<file path="src/rtl/injector_seq_pkg.sv">
// Shared types and constants for the bias injector sequencer.
// State encodings, config register addresses and reset values.
package injector_seq_pkg;

    typedef enum logic [2:0] {
        ST_IDLE   = 3'd0,
        ST_SETTLE = 3'd1,
        ST_HIGH   = 3'd2,
        ST_LOW    = 3'd3,
        ST_DONE   = 3'd4
    } state_e;

    localparam logic [1:0] ADDR_TRIM    = 2'd0;
    localparam logic [1:0] ADDR_HI_W    = 2'd1;
    localparam logic [1:0] ADDR_LO_W    = 2'd2;
    localparam logic [1:0] ADDR_N_PULSE = 2'd3;

    localparam logic [7:0] RST_TRIM = 8'h00;
    localparam int         RST_CNT  = 1;

endpackage

</file>
<file path="src/rtl/injector_seq_timer.sv">
// Shared phase timer for the injector sequencer.
// Down-counter with load, enable and a registered zero flag.
module injector_seq_timer
    import injector_seq_pkg::*;
#(
    parameter int W = 8
) (
    input  logic         clk_i,
    input  logic         rst_i,
    input  logic         load_i,
    input  logic         en_i,
    input  logic [W-1:0] val_i,
    output logic         zero_o
);

    logic [W-1:0] cnt_q;
    logic         zero_q;

    // Load wins over count; the zero flag tracks the next count value.
    always_ff @(posedge clk_i) begin
        if (rst_i) begin
            cnt_q  <= '0;
            zero_q <= 1'b1;
        end else if (load_i) begin
            cnt_q  <= val_i;
            zero_q <= (val_i == '0);
        end else if (en_i && !zero_q) begin
            cnt_q  <= cnt_q - W'(1);
            zero_q <= (cnt_q == W'(1));
        end
    end

    assign zero_o = zero_q;

endmodule

</file>
<file path="src/rtl/injector_seq.sv">
// Bias injector sequencer: trim shadowing, settle delay and pulse bursts.
// Outputs are registered from the next state so they change on state entry.
module injector_seq
    import injector_seq_pkg::*;
#(
    parameter int SETTLE_CYC = 16,
    parameter int CNT_W      = 8
) (
    input  logic             wb_clk_i,
    input  logic             wb_rst_i,
    input  logic             cfg_we,
    input  logic [1:0]       cfg_addr,
    input  logic [CNT_W-1:0] cfg_wdata,
    output logic [CNT_W-1:0] cfg_rdata,
    input  logic             start,
    input  logic             stop,
    output logic             busy,
    output logic             done,
    output logic [CNT_W-1:0] pulses_done,
    output logic             inj_enable,
    output logic [3:0]       inj_trim_p,
    output logic [3:0]       inj_trim_n,
    output logic             inj_signal
);

    localparam logic [CNT_W-1:0] SETTLE_M1 = CNT_W'(SETTLE_CYC - 1);
    localparam logic [CNT_W-1:0] ONE       = CNT_W'(1);

    function automatic logic [CNT_W-1:0] eff_m1(input logic [CNT_W-1:0] w);
        return (w == '0) ? '0 : w - ONE;
    endfunction

    state_e           state_q, state_d;
    logic [7:0]       trim_sh_q;
    logic [CNT_W-1:0] hi_q, lo_q, np_q;
    logic [CNT_W-1:0] run_hi_q, run_lo_q, run_np_q;
    logic [CNT_W-1:0] pd_q;
    logic [3:0]       trim_p_q, trim_n_q;
    logic             act_q, sig_q, done_q;

    logic             tmr_load, tmr_en, tmr_zero;
    logic [CNT_W-1:0] tmr_val;
    logic             run_latch, pulse_inc;

    injector_seq_timer #(.W(CNT_W)) u_timer (
        .clk_i  (wb_clk_i),
        .rst_i  (wb_rst_i),
        .load_i (tmr_load),
        .en_i   (tmr_en),
        .val_i  (tmr_val),
        .zero_o (tmr_zero)
    );

    // Next state, timer reloads on every state entry, abort override.
    always_comb begin
        state_d   = state_q;
        tmr_load  = 1'b0;
        tmr_en    = 1'b0;
        tmr_val   = '0;
        run_latch = 1'b0;
        pulse_inc = 1'b0;
        unique case (state_q)
            ST_IDLE: begin
                if (start && !stop) begin
                    state_d   = ST_SETTLE;
                    tmr_load  = 1'b1;
                    tmr_val   = SETTLE_M1;
                    run_latch = 1'b1;
                end
            end
            ST_SETTLE: begin
                tmr_en = 1'b1;
                if (tmr_zero) begin
                    state_d  = ST_HIGH;
                    tmr_load = 1'b1;
                    tmr_val  = eff_m1(run_hi_q);
                end
            end
            ST_HIGH: begin
                tmr_en = 1'b1;
                if (tmr_zero) begin
                    state_d  = ST_LOW;
                    tmr_load = 1'b1;
                    tmr_val  = eff_m1(run_lo_q);
                end
            end
            ST_LOW: begin
                tmr_en = 1'b1;
                if (tmr_zero) begin
                    pulse_inc = 1'b1;
                    if (run_np_q != '0 && pd_q + ONE == run_np_q) begin
                        state_d = ST_DONE;
                    end else begin
                        state_d  = ST_HIGH;
                        tmr_load = 1'b1;
                        tmr_val  = eff_m1(run_hi_q);
                    end
                end
            end
            ST_DONE: state_d = ST_IDLE;
            default: state_d = ST_IDLE;
        endcase
        if (stop && state_q != ST_IDLE) begin
            state_d   = ST_IDLE;
            tmr_load  = 1'b0;
            pulse_inc = 1'b0;
        end
    end

    // State, run copies, pulse counter and output registers.
    always_ff @(posedge wb_clk_i) begin
        if (wb_rst_i) begin
            state_q  <= ST_IDLE;
            run_hi_q <= CNT_W'(RST_CNT);
            run_lo_q <= CNT_W'(RST_CNT);
            run_np_q <= CNT_W'(RST_CNT);
            pd_q     <= '0;
            act_q    <= 1'b0;
            sig_q    <= 1'b0;
            done_q   <= 1'b0;
            trim_p_q <= '0;
            trim_n_q <= '0;
        end else begin
            state_q <= state_d;
            if (run_latch) begin
                run_hi_q <= hi_q;
                run_lo_q <= lo_q;
                run_np_q <= np_q;
                pd_q     <= '0;
            end else if (pulse_inc) begin
                pd_q <= pd_q + ONE;
            end
            act_q  <= (state_d != ST_IDLE);
            sig_q  <= (state_d == ST_HIGH);
            done_q <= (state_d == ST_DONE);
            if (state_q == ST_IDLE) begin
                trim_p_q <= trim_sh_q[3:0];
                trim_n_q <= trim_sh_q[7:4];
            end
        end
    end

    // Config register file written by the bus side.
    always_ff @(posedge wb_clk_i) begin
        if (wb_rst_i) begin
            trim_sh_q <= RST_TRIM;
            hi_q      <= CNT_W'(RST_CNT);
            lo_q      <= CNT_W'(RST_CNT);
            np_q      <= CNT_W'(RST_CNT);
        end else if (cfg_we) begin
            unique case (cfg_addr)
                ADDR_TRIM:    trim_sh_q <= 8'(cfg_wdata);
                ADDR_HI_W:    hi_q      <= cfg_wdata;
                ADDR_LO_W:    lo_q      <= cfg_wdata;
                ADDR_N_PULSE: np_q      <= cfg_wdata;
                default:      ;
            endcase
        end
    end

    // Combinational readback of the addressed config register.
    always_comb begin
        cfg_rdata = '0;
        unique case (cfg_addr)
            ADDR_TRIM:    cfg_rdata = CNT_W'(trim_sh_q);
            ADDR_HI_W:    cfg_rdata = hi_q;
            ADDR_LO_W:    cfg_rdata = lo_q;
            ADDR_N_PULSE: cfg_rdata = np_q;
            default:      cfg_rdata = '0;
        endcase
    end

    assign busy        = act_q;
    assign inj_enable  = act_q;
    assign inj_signal  = sig_q;
    assign done        = done_q;
    assign pulses_done = pd_q;
    assign inj_trim_p  = trim_p_q;
    assign inj_trim_n  = trim_n_q;

endmodule

</file>
<file path="config.mk">
export PLATFORM = sky130hd
export DESIGN_NAME = injector_seq
export DESIGN_NICKNAME = d
export VERILOG_FILES = /design/src/rtl/injector_seq_pkg.sv /design/src/rtl/injector_seq_timer.sv /design/src/rtl/injector_seq.sv
export SDC_FILE = /design/constraint.sdc
export NUM_CORES = 1
export LEC_CHECK = 0
export CAP_MARGIN = 20
export CORE_ASPECT_RATIO = 2
export CORE_MARGIN = 2
export CORE_UTILIZATION = 54
export DETAILED_ROUTE_END_ITERATION = 6
export PLACE_DENSITY = 0.83
export SYNTH_ARGS = -nofsm -noshare
export SYNTH_HDL_FRONTEND = slang
export SYNTH_HIERARCHICAL = 1
export SYNTH_SLANG_ARGS = --single-unit
</file>
<file path="constraint.sdc">
create_clock -name wb_clk_i -period 3.7 [get_ports wb_clk_i]
set_clock_uncertainty 0.2 [all_clocks]
set_input_delay 0.74 -clock wb_clk_i [delete_from_list [all_inputs] [get_ports wb_clk_i]]
set_output_delay 0.74 -clock wb_clk_i [all_outputs]
set_load 0.1 [all_outputs]
</file>
==> metrics.md <==
| Metric | Value |
|---|---|
| Run status | `complete, no violations` |
| Critical Path, Cell by Cell | `ha_1, xor2_1, a211o_1, a311o_1, o31ai_4, a21oi_1, inv_1, nor2_1, a2111oi_0` |
| Period minus WS final | `3370 ps` |
| Post-Syn Area | `0.00422 mm²` |
| Most frequently used flop master after synthesis | `sky130_fd_sc_hd__dfxtp_1` |
| Met3 Routed Length | `358 µm` |
| Power density of the placed cells | `451 mW/mm²` |
| # setup viols final | `0` |
| Hold Fails Final Rpt | `0` |
| Overflow after GRT | `0` |
| Total number of nets in the final design | `569` |
| Via/cell ratio | `5.93` |
| RSZ-0062 raised after global routing | `false` |
| Yosys warning total | `6` |
| Critical path buffers and inverters | `1` |
| DR vias | `3,841` |
| Relative max-transition margin | `33.8%` |
| CTS tree | `yes` |
| Post-Place Setup Slack | `366 ps` |
| HP Class | `register to register` |
| Number of buffers inserted by port buffering | `42` |
| Highest-count cells in the layout ignoring fill and taps | `sky130_fd_sc_hd__nand2_1, sky130_fd_sc_hd__dfxtp_1, sky130_fd_sc_hd__a21oi_1` |
| EDFF count, synth | `0` |
| Worst setup SP type | `register` |
| Length of routed met2 wiring | `6140 µm` |
| Clock latency on the worst-skew pair | `340 ps` |
| Critical Setup Path Class | `register to register` |
| Overall die height | `129 µm` |
| Fraction of layout cells with a size suffix above 1 | `11.4%` |
| Final weighted congestion in routability-driven placement | `0.978` |
| Final core occ | `67.0%` |
| Cell type of the slowest stage on the worst timing path | `sky130_fd_sc_hd__o31ai_4` |
| Part of the power in registers | `43.4%` |
| Core area | `0.00760 mm²` |
| Final max-slew violation count | `0` |
| Mapped Avg Cell Area | `8.20 µm²` |
| Aggregate negative setup slack | `0 ps` |
| Number of antenna violations at the first check in global routing | `0` |
| Most common library cell in the layout ignoring fill and taps | `sky130_fd_sc_hd__nand2_1` |
| Critical Path Sink Type | `register` |
| Diodes inserted | `0` |
| Comb pwr share | `12.5%` |
| Max IR drop VDD | `0.000422 V` |
| Post-cts hold buffer count | `0` |
| Worst hold-check slack | `265 ps` |
| Cell class contributing the biggest share of worst-path delay | `compound AO/OA/AOI/OAI gates` |
| Buffer count from post-CTS setup fixing | `0` |
| Starting DRC count in detailed routing | `297` |
| Arrival time at the worst endpoint | `3380 ps` |
| Clk pin slew, worst setup/hold paths | `70 ps` |
| Clock buffer count from CTS | `9` |
| Switching power | `0.000620 W` |
| Overall routed net length | `11,000 µm` |
| Setup ws final | `328 ps` |
| I/O pin total | `43` |
| Synthesized instance count | `515` |
| Routed wirelength normalized by instance count | `16.9 µm` |
| Wire length of the first global-routing pass | `18,300 µm` |
| Post-synth cell types | `56` |
| HPWL after detailed placement | `8190 µm` |
| Highest clock frequency the design can meet | `297 MHz` |
| All-Layer GR Usage | `28.0%` |
| Switching Fraction | `27.0%` |
| Clock sink total | `87` |
| Clock tree buffer depth | `2` |
| Transition time at the pin with the least slew margin | `990 ps` |
| Pre-antenna DRT Iters | `4` |
| Share of the clock period used by the worst path after layout | `91.1%` |
| Max-capacitance violation count | `0` |
| WP data required | `3710 ps` |
| Initial Utilization | `55.6%` |
| Internal Power | `0.00168 W` |
| Maximum fanout count along the critical path | `12` |
| Number of global-route vias before repair | `3,851` |
| Number of synthesized register bits | `87` |
| Antenna violation net count after detailed routing | `0` |
| Clock share of power | `44.1%` |
| Part of the Yosys area used for sequential elements | `41.2%` |
| Area enclosed by the die boundary | `0.00859 mm²` |
| Layout area overhead | `20.6%` |
| Uppermost metal layer occupied by signal nets | `met4` |
| Detailed-routing wirelength on met1 | `3910 µm` |
| Std cell rows | `45` |
| CP peak stage delay | `460 ps` |
| H-Tree Level Count | `3` |
| Share of flip-flops with an asynchronous set or reset | `0%` |
| Post-Synthesis Net Count | `535` |
| Die outline width | `66.5 µm` |
| Pin count of the biggest net entering global routing | `51` |
| Standby leakage power | `1.83 nW` |
| CTS-repair resized insts | `0` |
| DRC | `0` |
| Clk root buf | `sky130_fd_sc_hd__clkbuf_16` |
## layout make-up
type                    instances  area, µm²
fillers                       606       2510
multi-input cells             386       2310
flip-flops and latches         87       1740
repair buffers                 50        536
clock buffers                   9        225
well taps                      94        118
clock inverters                 7        109
inverters                      15       56.3
## Yosys cell counts (3+ instances only)
cell,number,area (µm²)
sky130_fd_sc_hd__nand3_1,10,50.1
sky130_fd_sc_hd__xnor2_1,13,114
sky130_fd_sc_hd__nor2b_1,3,18.8
sky130_fd_sc_hd__nand4_1,3,18.8
sky130_fd_sc_hd__nor4_1,8,50.1
sky130_fd_sc_hd__buf_2,5,25.0
sky130_fd_sc_hd__mux4_2,8,180
sky130_fd_sc_hd__clkbuf_1,17,63.8
sky130_fd_sc_hd__dfxtp_1,87,1740
sky130_fd_sc_hd__ha_1,5,62.6
sky130_fd_sc_hd__a21oi_1,54,270
sky130_fd_sc_hd__o21ai_0,5,25.0
sky130_fd_sc_hd__a311oi_1,4,35.0
sky130_fd_sc_hd__mux2i_1,11,110
sky130_fd_sc_hd__o22ai_1,4,25.0
sky130_fd_sc_hd__o211ai_1,6,45.0
sky130_fd_sc_hd__a211oi_1,3,22.5
sky130_fd_sc_hd__nand3b_1,3,22.5
sky130_fd_sc_hd__nor2_1,37,139
sky130_fd_sc_hd__o221ai_1,3,26.3
sky130_fd_sc_hd__and3_1,3,18.8
sky130_fd_sc_hd__buf_1,3,11.3
sky130_fd_sc_hd__nor3_1,12,60.1
sky130_fd_sc_hd__or2_2,3,18.8
sky130_fd_sc_hd__nand2_1,132,495
sky130_fd_sc_hd__a31oi_1,3,18.8
sky130_fd_sc_hd__xor2_1,15,131
sky130_fd_sc_hd__or3_1,7,43.8
sky130_fd_sc_hd__inv_1,14,52.6
## stage by stage
stage / cells / area (µm²) / power (W)
final: 648 / 5090 / 0.00230
after CTS: 648 / 5090 / 0.00230
after detailed placement: 632 / 4760 / 0.00130
after global placement: 632 / 4760 / 0.00129
after floorplan: 515 / 4230 / 0.00121
after global routing: 648 / 5090 / 0.00236
## state kept, by name (all words and copies together), names as in the netlist
name            flops
inj_trim_n          4
inj_trim_p          4
trim_sh_q           8
lo_q                8
run_lo_q            8
state_q             3
inj_signal          1
run_hi_q            8
run_np_q            8
busy                1
pulses_done         8
u_timer/zero_o      1
u_timer/cnt_q       8
hi_q                8
done                1
np_q                8
## worst paths after layout
path                  startpoint                to  slack, ps  cells past startpoint
setup / recovery  pulses_done[0]  u_timer/cnt_q[5]        330                      9
hold / removal     inj_trim_p[3]     inj_trim_p[3]        260                      2
setup reg to reg  pulses_done[0]  u_timer/cnt_q[5]        330                      9
hold reg to reg    inj_trim_p[3]     inj_trim_p[3]        260                      2
## metal layers
| layer | vias up | global-route usage [%] |
|---|---|---|
| li1 | 1857 | - |
| met1 | 1823 | 28.9 |
| met2 | 117 | 51.5 |
| met3 | 44 | 3.73 |
| met4 | 0 | 16.9 |
| met5 | - | 0 |
## cell families after synthesis
family | count (synthesis) | share of synthesized area (%)
XOR/XNOR | 29 | 6.34
multiplexers | 19 | 6.87
buffers and inverters | 42 | 4.15
AO/OA/AOI/OAI | 97 | 14.4
adder cells (fa/ha/maj) | 5 | 1.48
flip-flops | 87 | 41.2
AND/OR/NAND/NOR | 236 | 25.6
## power by group through the flow
stage,combinational [W],clock (W),sequential (W)
CTS,0.000287,0.00102,0.000996
floorplan,0.000185,0,0.00102
detailed placement,0.000283,0,0.00102
global placement,0.000277,0,0.00102
finish,0.000288,0.00101,0.000997
global route,0.000311,0.00105,0.00100
## tightest hold or removal path: cells and delay by family, from the launching register on
kind	cells	cell delay (ps)
compound gates	1	60
simple gates	1	50
flops	1	310
No activity file was read; power rests on OpenSTA's default activity.
